### config.mk
export PLATFORM = sky130hd
export DESIGN_NAME = reaction_timer_multi
export DESIGN_NICKNAME = d
export VERILOG_FILES = /design/src/rtl/reaction_timer_multi.sv
export SDC_FILE = /design/constraint.sdc
export NUM_CORES = 1
export LEC_CHECK = 0
export CAP_MARGIN = 20
export CELL_PAD_IN_SITES_DETAIL_PLACEMENT = 1
export CELL_PAD_IN_SITES_GLOBAL_PLACEMENT = 1
export CORE_ASPECT_RATIO = 1.4
export CORE_MARGIN = 5
export CORE_UTILIZATION = 38
export CTS_BUF_LIST = sky130_fd_sc_hd__clkbuf_16
export DETAILED_ROUTE_END_ITERATION = 7
export MAX_ROUTING_LAYER = met4
export PLACE_DENSITY = 0.81
export SLEW_MARGIN = 20
export SYNTH_ARGS = -nofsm -noshare
export SYNTH_HDL_FRONTEND = slang
export SYNTH_SLANG_ARGS = --single-unit
### constraint.sdc
create_clock -name clock -period 2.1 [get_ports clock]
set_clock_uncertainty 0.05 [all_clocks]
set_input_delay 0.21 -clock clock [delete_from_list [all_inputs] [get_ports clock]]
set_output_delay 0.21 -clock clock [all_outputs]
set_load 0.02 [all_outputs]
### src/rtl/reaction_timer_multi.sv
`default_nettype none
// ============================================================================
//  Module   : reaction_timer_multi
//  Purpose  : Multi-channel reaction timer. A common start arms every
//             channel; each channel counts tick strobes until its own
//             respond input fires (DONE) or MAX_COUNT is reached (TOUT).
//             Results are held until the next start or clear.
//  Optional : RTIMER_BEST_EN - when defined, a best-time tracker reports
//             the fastest DONE channel one cycle after busy falls. When
//             undefined the best_* ports are tied to their idle values.
//  Ports    : clock, rst_n (async, active-low)
//             tick, start, clear         - common controls
//             respond[CHANNELS]          - per-channel stop, level-sampled
//             count_time[CHANNELS*WIDTH] - channel i at [i*WIDTH +: WIDTH]
//             done, timeout [CHANNELS]   - per-channel stop reason
//             busy                       - any channel in RUN
//             best_time, best_chan, best_valid - fastest DONE result
//  Revision : 1.0 - initial release
// ============================================================================
module reaction_timer_multi #(
    parameter int CHANNELS  = 4,
    parameter int WIDTH     = 14,
    parameter int MAX_COUNT = 9999,
    parameter int CW        = (CHANNELS == 1) ? 1 : $clog2(CHANNELS)
) (
    input  logic                      clock,
    input  logic                      rst_n,
    input  logic                      tick,
    input  logic                      start,
    input  logic                      clear,
    input  logic [CHANNELS-1:0]       respond,
    output logic [CHANNELS*WIDTH-1:0] count_time,
    output logic [CHANNELS-1:0]       done,
    output logic [CHANNELS-1:0]       timeout,
    output logic                      busy,
    output logic [WIDTH-1:0]          best_time,
    output logic [CW-1:0]             best_chan,
    output logic                      best_valid
);

    typedef enum logic [1:0] {
        IDLE = 2'd0,
        RUN  = 2'd1,
        DONE = 2'd2,
        TOUT = 2'd3
    } state_t;

    localparam logic [WIDTH-1:0] c_max_cnt = WIDTH'(MAX_COUNT);

    state_t           state_q [CHANNELS];
    state_t           state_d [CHANNELS];
    logic [WIDTH-1:0] cnt_q   [CHANNELS];
    logic [WIDTH-1:0] cnt_d   [CHANNELS];
    logic             busy_next;

    // Per-channel next state. Priority: clear > start > respond > tick.
    always_comb begin
        busy_next = 1'b0;
        for (int i = 0; i < CHANNELS; i++) begin
            state_d[i] = state_q[i];
            cnt_d[i]   = cnt_q[i];
            if (clear) begin
                state_d[i] = IDLE;
                cnt_d[i]   = '0;
            end else if (start) begin
                state_d[i] = RUN;
                cnt_d[i]   = '0;
            end else if (state_q[i] == RUN) begin
                if (respond[i]) begin
                    state_d[i] = DONE;
                end else if (tick) begin
                    cnt_d[i] = cnt_q[i] + 1'b1;
                    // Stopping exactly on the limit means no wrap is possible.
                    if (cnt_q[i] + 1'b1 == c_max_cnt) begin
                        state_d[i] = TOUT;
                    end
                end
            end
            if (state_d[i] == RUN) begin
                busy_next = 1'b1;
            end
        end
    end

    always_ff @(posedge clock or negedge rst_n) begin
        if (!rst_n) begin
            for (int i = 0; i < CHANNELS; i++) begin
                state_q[i] <= IDLE;
                cnt_q[i]   <= '0;
            end
        end else begin
            for (int i = 0; i < CHANNELS; i++) begin
                state_q[i] <= state_d[i];
                cnt_q[i]   <= cnt_d[i];
            end
        end
    end

    // Outputs are pure decodes of the registered state.
    for (genvar g = 0; g < CHANNELS; g++) begin : g_out
        assign count_time[g*WIDTH +: WIDTH] = cnt_q[g];
        assign done[g]    = (state_q[g] == DONE);
        assign timeout[g] = (state_q[g] == TOUT);
    end

    always_comb begin
        busy = 1'b0;
        for (int i = 0; i < CHANNELS; i++) begin
            if (state_q[i] == RUN) begin
                busy = 1'b1;
            end
        end
    end

`ifdef RTIMER_BEST_EN
    logic             fall_pend_q, fall_pend_d;
    logic [WIDTH-1:0] best_time_q, best_time_d;
    logic [CW-1:0]    best_chan_q, best_chan_d;
    logic             best_valid_q, best_valid_d;
    logic [WIDTH-1:0] min_time;
    logic [CW-1:0]    min_chan;
    logic             any_done;

    always_comb begin
        min_time = '1;
        min_chan = '0;
        any_done = 1'b0;
        // Strict less-than keeps the lowest index on ties.
        for (int i = 0; i < CHANNELS; i++) begin
            if (state_q[i] == DONE && (!any_done || cnt_q[i] < min_time)) begin
                min_time = cnt_q[i];
                min_chan = CW'(i);
                any_done = 1'b1;
            end
        end

        // A natural end of run (last channel leaving RUN without clear/start)
        // is flagged here and evaluated one cycle later, once the stop
        // results have settled into the count registers.
        fall_pend_d  = busy && !busy_next && !clear && !start;
        best_time_d  = best_time_q;
        best_chan_d  = best_chan_q;
        best_valid_d = best_valid_q;
        if (clear || start) begin
            best_valid_d = 1'b0;
        end else if (fall_pend_q) begin
            best_time_d  = any_done ? min_time : '1;
            best_chan_d  = min_chan;
            best_valid_d = any_done;
        end
    end

    always_ff @(posedge clock or negedge rst_n) begin
        if (!rst_n) begin
            fall_pend_q  <= 1'b0;
            best_time_q  <= '1;
            best_chan_q  <= '0;
            best_valid_q <= 1'b0;
        end else begin
            fall_pend_q  <= fall_pend_d;
            best_time_q  <= best_time_d;
            best_chan_q  <= best_chan_d;
            best_valid_q <= best_valid_d;
        end
    end

    assign best_time  = best_time_q;
    assign best_chan  = best_chan_q;
    assign best_valid = best_valid_q;
`else
    assign best_time  = '1;
    assign best_chan  = '0;
    assign best_valid = 1'b0;
`endif

endmodule
`default_nettype wire
# --- Word-level counts from Yosys, hierarchy flattened ---
# Index checks and enable logic that the tools add are counted.
# W data, S select, Z words.
totals:
  out_inout_bits: 82
  word_cells: 101
  regBits: 64
classes:
  n_reduce_logical: 21
  n_mux: 48
  addsub: 4
  eq_ne: 20
op_table:
  columns: ["op", "n"]
  rows:
  - ["$mux W14", 20]
  - ["$add A14 B1 Y14 const B", 4]
  - ["$eq A14 B14 Y1 const B", 4]
  - ["$mux W2", 24]
  - ["$reduce_bool A4 Y1", 8]
  - ["$reduce_and A3 Y1", 8]
  - ["$eq A2 B2 Y1 const B", 8]
  - ["$reduce_bool A3 Y1", 5]
  - ["$ne A3 B3 Y1 const B", 4]
  - ["$eq A2 B1 Y1 const B", 4]
  - ["$mux W1", 4]

# --- Longest topological paths before layout ---
# Gate-level depths: netlist of the first run.
depth:
  word_depth: 8
  depth_mapped: 7

# --- Worst setup path after synthesis of the first run ---
# No wires, ideal clock.
synth_path:
  path_type: "register -> register"
  startpoint: "register cnt_q (netlist bit count_time[28])"
  endpoint: "register state_q[3] in the netlist's numbering"
  arrival_ps: 1758
  path_stages_with_launch: 8
  setup_time_ps: 120
  path_buffers: 1
  path_slack_ps: 172
  t_required_ps: 1930
  path_cell_list: "dfrtp_1 ha_1 clkbuf_1 nand2_1 nor4_1 xnor2_1 o221a_2 a31o_2"
synth_via:
  elab_chain_cells: 4
synth_rtl:
  columns: ["item", "line", "rtl"]
  rows:
  - ["start, declared", "52", "logic [WIDTH-1:0] cnt_q [CHANNELS];"]
  - ["start signal, assigned by index", "94", "cnt_q[i] <= cnt_d[i];"]
  - ["$add A14 B1 Y14", "74", "if (cnt_q[i] + 1'b1 == c_max_cnt) begin"]
  - ["$eq A14 B14 Y1", "74", null]
  - ["$reduce_bool A4 Y1 (no source line)", null, null]
  - ["$reduce_and A3 Y1 (no source line)", null, null]
  - ["end signal, assigned by index", "93", "state_q[i] <= state_d[i];"]
  - ["end, declared", "50", "state_t state_q [CHANNELS];"]
# No other way between the ends.
# A chain may end at the register's enable or synchronous reset.

# --- Final worst setup path of the first run ---
layout_path:
  startpoint: "register state_q[0] in the netlist's numbering"
  endpoint: "output port busy"
layout_via:
  elab_chain_cells: 2
layout_rtl:
  columns: ["item", "line", "rtl"]
  rows:
  - ["$eq A2 B1 Y1", "109", "if (state_q[i] == RUN) begin"]
  - ["$mux W1", "109", null]
  - ["end, declared", "35", "output logic busy,"]
# No other way between the ends.

==> results of run 1 <==
==> final cells by class <==
| cell class | count | area (um^2) |
|---|---|---|
| clock buffers | 9 | 225 |
| clock inverters | 7 | 103 |
| fillers | 1222 | 5060 |
| inverters | 7 | 26.3 |
| multi-input cells | 356 | 2160 |
| flip-flops and latches | 64 | 1600 |
| well taps | 138 | 173 |
| repair buffers | 99 | 936 |
==> stage by stage <==
stage,cells,hold WS [ps]
detailed placement,663,98.9
floorplan,465,-136
global route,680,311
CTS,680,269
global placement,663,94.4
finish,680,267
==> cells in the final DEF, fill, tap and decap left out, types with 4 or more instances in the layout <==
cell	count
a211oi_1	7
a21oi_1	14
a31oi_1	4
and2_1	5
and3_1	10
and4_1	4
buf_4	24
clkbuf_16	9
clkdlybuf4s50_1	72
conb_1	17
dfrtp_1	62
ha_1	8
inv_1	7
nand2_1	37
nand2b_1	7
nand3_1	25
nand4_1	14
nor2_1	70
nor2b_1	5
nor3_1	12
nor3b_1	4
nor4_1	11
o21ai_0	6
or3_1	4
xnor2_1	25
xor2_1	37
==> sequential cells by signal (all words and copies together) (netlist names) <==
name,flops
state_q,8
count_time,56
==> per-layer routing <==
layer,part of all wire [%],track usage [%],vias up
li1,-,-,1686
met5,0,-,-
met2,54,36.0,72
met1,41,22.4,1787
met4,2.0,7.35,0
met3,3.3,3.26,20
==> power by group through the flow <==
stage          clock (uW)  sequential (uW)  combinational (uW)
3_5_place_dp            0             1280                 182
6_report             1650             1260                 183
3_3_place_gp            0             1280                 177
5_1_grt              1750             1260                 202
2_1_floorplan           0             1280                 110
4_1_cts              1680             1260                 186
==> timing repair <==
item / 4_1_cts / 5_1_grt
resized for setup: 0 / 2
hold endpoints to repair: 15 / 0
hold buffers: 1 / 0
setup endpoints to repair: 0 / 2
==> kinds of logic (layout without fill, tap and decap cells) <==
logic type               count (synthesis)  count (layout)  share of synthesized area [%]
buffers and inverters                   45             122                           6.38
XOR/XNOR                                62              62                           13.7
other                                    2              17                          0.190
AND/OR/NAND/NOR                        225             225                           29.5
adder cells (fa/ha/maj)                  8               8                           2.53
AO/OA/AOI/OAI                           44              44                           7.27
flip-flops                              64              64                           40.4
==> synthesized netlist by cell type, types with 5 or more instances <==
| library cell | count | area [um^2] |
|---|---|---|
| a211oi_1 | 7 | 52.6 |
| a21oi_1 | 14 | 70.1 |
| and2_1 | 5 | 31.3 |
| and3_1 | 10 | 62.6 |
| buf_2 | 9 | 45.0 |
| buf_4 | 17 | 128 |
| clkbuf_1 | 8 | 30.0 |
| dfrtp_1 | 64 | 1600 |
| ha_1 | 8 | 100 |
| inv_1 | 7 | 26.3 |
| nand2_1 | 37 | 139 |
| nand2b_1 | 7 | 43.8 |
| nand3_1 | 25 | 125 |
| nand4_1 | 14 | 87.6 |
| nor2_1 | 70 | 263 |
| nor2b_1 | 5 | 31.3 |
| nor3_1 | 12 | 60.1 |
| nor4_1 | 11 | 68.8 |
| o21ai_0 | 6 | 30.0 |
| xnor2_1 | 25 | 219 |
| xor2_1 | 37 | 324 |
==> worst max-delay path by stage <==
stage / startpoint / slack [ps] / end / depth (start not counted)
3_3_place_gp: tick / 110 / count_time[55]$_DFFE_PN0P_ / 7
4_1_cts: state_q[0]$_DFFE_PN0P_ / 70 / busy / 3
3_5_place_dp: tick / 50 / count_time[37]$_DFFE_PN0P_ / 6
2_1_floorplan: count_time[28]$_DFFE_PN0P_ / 170 / state_q[3]$_DFFE_PN0P_ / 7
6_report: state_q[0]$_DFFE_PN0P_ / 80 / busy / 3
5_1_grt: count_time[43]$_DFFE_PN0P_ / 6 / state_q[1]$_DFFE_PN0P_ / 5
==> impl_metrics.csv, run 1 <==
group,metric,value,unit
run_status,outcome,"finished, final reports clean",
detailed_routing,drtIter0Drc,122,
run,drv_cap,0,
clock_network,cts_tree,"done",
clock_network,postCtsSetupBuffers,0,
critical_path,reg2reg_depth,5,
timing,timing.fmax,0.495,GHz
synth,ys_seq_elements,64,
clock_network,clock_latency,340,ps
critical_path,reg2reg_from,"count_time[43]$_DFFE_PN0P_",
synth,syn_area,3960,um^2
synth,synth_cell_types,51,
die,die_area,12600,um^2
synth,syn-instance-count,450,
synth,synth_warnings,0,
synth,avgSynthCellArea,8.80,um^2
timing,hold_viol_final,0,
grt,grt-ovfl-total,0,
die,num_io_pins,91,
clock_network,clockRootBuffer,"clkbuf_16",
pwr,comb_power_share,5.9,%
grt,grt_pass1_wl,19.1,mm
final_layout,syn_to_final_growth,32.0,%
grt,grt_pass1_vias,3893,
critical_path,end_kind,"primary output",
grt,grt_antenna_before_repair,0,
critical_path,crit_arrival,1760,ps
synth,ys_async_sr_fraction,100,%
final_layout,final_area,5230,um^2
die,start_util,38.5,%
critical_path,cp-start-kind,"flop",
pwr,cellPowerDensity,591,nW/um^2
grt,grt_use_total,20.2,%
timing,period_minus_slack,2020,ps
clock_network,clockBufferDepth,2,
detailed_routing,firstDrtPassIters,4,
placement,place_area,4890,um^2
placement,hpwl,8.21,mm
detailed_routing,routed_wl,11.5,mm
critical_path,crit_buf_inv,2,
grt,grt_max_degree,50,
timing,fin_setup_tns,0,ps
clock_network,htreeDepth,3,
timing,period_share,96.1,%
clock_network,cts_sinks,64,
final_layout,fin_util,50.8,%
die,die_h,131,um
clock_network,clk_pin_slew,60,ps
detailed_routing,vias_per_cell,5.24,
placement,place_ws,49.1,ps
detailed_routing,wl_per_cell,17.0,um
timing,slew_viol_final,0,
die,die_w,96.3,um
die,core_area,10300,um^2
detailed_routing,route.detailed.drc,0,
pwr,p_sw,736,uW
critical_path,slowest_stage,"clkdlybuf4s50_1",
timing,worst_slack,81.2,ps
pwr,pwr-share-seq,40.7,%
synth,synth_edf_count,0,
detailed_routing,ant_nets,0,
min_path,hp-class,"in -> async",
timing,setup_viol,0,
placement,io_buffer_count,73,
pwr,pwr-share-clk,53.4,%
final_layout,layout.nets,554,
pwr,leakage,0.00208,uW
placement,gp_congestion,0.799,
die,num_rows,44,
critical_path,crit_chain,"inv_1, o2111ai_1, clkdlybuf4s50_1",
final_layout,drive_gt1_share,9.41,%
critical_path,reg2reg_to,"state_q[1]$_DFFE_PN0P_",
synth,ys_seq_area_share,40.4,%
critical_path,path_class,"reg -> out",
synth,yosys_most_used_dff,"dfrtp_1",
critical_path,required,1840,ps
critical_path,reg2reg_setup_slack,130,ps
critical_path,crit_path_max_fanout,7,
clock_network,numCtsBuffers,9,
critical_path,cp_top_family,"buffers and inverters",
pwr,p_total,3090,uW
pwr,sw_frac_of_total,23.8,%
critical_path,slowest_delay,690,ps
pwr,intPower,2360,uW
timing,rsz0062_at_grt,"no",
detailed_routing,vias,3565,
pwr,vdd_drop_max,384,uV
final_layout,antenna_cells,0,
Power figures use the tool's default switching activity.
==> run 2: changes to the inputs <==
- CORE_UTILIZATION: 38 -> 41
- PLACE_DENSITY: 0.81 -> 0.87
- clock period: 2.1 -> 2.6 ns (I/O delays scaled with it)
==> run 2 against run 1 <==
Effect of this change: final cell count decreased by 7.1%; worst setup slack improved by 410 ps; non-clock buffer count decreased by 18; hold slack improved by 170 ps; critical path depth increased by 3.
==> impl_metrics.csv, run 2 (synthesis results as in run 1) <==
group,metric,value,unit
timing,period_share,81.3,%
final_layout,final_common_cell,"clkdlybuf4s50_1",
critical_path,crit_path_max_fanout,6,
timing,max_slew_margin,59.0,%
critical_path,crit_chain,"ha_1, nand2_1, or4b_1, a21oi_1, o221ai_1, o31ai_1",
final_layout,multi_input_area,2160,um^2
detailed_routing,routed_wl,11.0,mm
timing,hold_ws,434,ps
clock_network,clock_latency,330,ps
detailed_routing,vias,3467,
pwr,leakage,0.00197,uW
timing,period_minus_slack,2110,ps
pwr,cellPowerDensity,442,nW/um^2
final_layout,ff_latch_area,1600,um^2
placement,placedCellCount,617,
clock_network,cts_tree,"done",
timing,setup_viol,0,
final_layout,final_cell_count_no_fill,632,
critical_path,end_kind,"flop",
grt,grt_pass1_vias,3588,
final_layout,fillers,1112,
die,die_h,126,um
pwr,vdd_drop_max,321,uV
grt,grt_use_total,19.9,%
critical_path,slowest_delay,520,ps
detailed_routing,vias_per_cell,5.49,
grt,grt_pass1_wl,18.0,mm
timing,tightest_slew,615,ps
die,num_rows,42,
die,start_util,41.9,%
placement,io_buffer_count,73,
critical_path,crit_arrival,2300,ps
grt,grt_antenna_before_repair,0,
clock_network,clk_pin_slew,60,ps
die,die_w,93.1,um
detailed_routing,firstDrtPassIters,4,
final_layout,syn_to_final_growth,25.6,%
critical_path,slowest_stage,"or4b_1",
clock_network,clockBufferDepth,2,
die,num_io_pins,91,
placement,gp_congestion,0.816,
clock_network,cts_sinks,64,
timing,rsz0062_at_grt,"no",
clock_network,numCtsBuffers,9,
run,drv_cap,0,
grt,grt-ovfl-total,0,
final_layout,largest_reg_flops,56,
final_layout,fin_util,52.6,%
clock_network,htreeDepth,3,
clock_network,clockRootBuffer,"clkbuf_16",
critical_path,required,2780,ps
critical_path,cp-start-kind,"flop",
detailed_routing,route.detailed.drc,0,
placement,hpwl,8.12,mm
grt,grt_max_degree,40,
final_layout,layout.nets,536,
detailed_routing,ant_nets,0,
timing,fin_setup_tns,0,ps
run_status,outcome,"finished, final reports clean",
die,core_area,9460,um^2
detailed_routing,drtIter0Drc,84,
final_layout,drive_gt1_share,4.79,%
final_layout,final_cell_mix,"72 x clkdlybuf4s50_1, 70 x nor2_1, 64 x dfrtp_1",
critical_path,path_class,"reg -> reg",
die,die_area,11800,um^2
timing,slew_viol_final,0,
timing,hold_viol_final,0,
min_path,hp-class,"in -> async",
clock_network,ctsResizeCount,0,
timing,timing.fmax,0.473,GHz
final_layout,antenna_cells,0,
detailed_routing,wl_per_cell,17.5,um
[run 2: cell types whose count changed in the layout (fill, tap and decap cells not counted)]
cell        delta
buf_4         -18
inv_1          +3
bufinv_16      -2
clkinv_4       -2
dfrtp_1        +2
dfrtp_2        -2
inv_6          -2
clkinv_1       +1
clkinv_2       +1
clkinvlp_4     -1
[run 2: area by class of cell]
class	instances	area share [%]
timing repair buffer	81	16.1
inverter	7	0.528
clock buffer	9	4.53
tap	110	2.77
multi-input combinational	356	43.5
clock inverter	5	0.402
sequential	64	32.2
[run 2: path summary, 6_finish.rpt]
path | endpoint | depth (start not counted) | start | slack [ps]
min in group clock | state_q[5]$_DFFE_PN0P_ | 3 | respond[1] | 550
max in group asynchronous | count_time[2]$_DFFE_PN0P_ | 3 | rst_n | 1430
max | state_q[1]$_DFFE_PN0P_ | 6 | count_time[42]$_DFFE_PN0P_ | 490
min | count_time[23]$_DFFE_PN0P_ | 2 | rst_n | 430
min reg2reg | count_time[6]$_DFFE_PN0P_ | 2 | count_time[6]$_DFFE_PN0P_ | 550
max reg2reg | state_q[1]$_DFFE_PN0P_ | 6 | count_time[42]$_DFFE_PN0P_ | 490
[run 2: metal layers]
layer	up-vias	GRT usage, %	wire length (um)
met2	69	35.7	6060
met4	0	7.08	156
met5	-	-	0
met3	11	4.03	439
met1	1736	21.4	4380
li1	1651	-	-
[run 2: power breakdown]
part           internal [uW]  leakage, uW  switching, uW  total, uW
Combinational           45.0     0.000945           94.3        139
Sequential              1000     0.000888           12.9       1020
Clock                    618     0.000132            423       1040
Total                   1670      0.00197            530       2200
[run 2: worst max-delay path: cells and delay by family (launching register included)]
family                   cells  cell delay, ps
AND/OR/NAND/NOR              2             700
flip-flops                   1             440
adder cells (fa/ha/maj)      1             240
AO/OA/AOI/OAI                3             580
[run 2: what timing repair did]
| action | CTS | global route |
|---|---|---|
| endpoints found under the hold margin | 25 | 0 |
| setup endpoints to repair | 0 | 0 |
| hold buffers | 1 | 0 |
| setup buffers | 0 | 0 |
[run 2: per-stage QoR]
step / power [uW] / cell area, um^2 / worst slack (ps)
finish: 2200 / 4970 / 487
global placement: 1170 / 4720 / 358
CTS: 2220 / 4970 / 465
floorplan: 1120 / 4020 / 672
global route: 2280 / 4970 / 338
detailed placement: 1170 / 4720 / 268
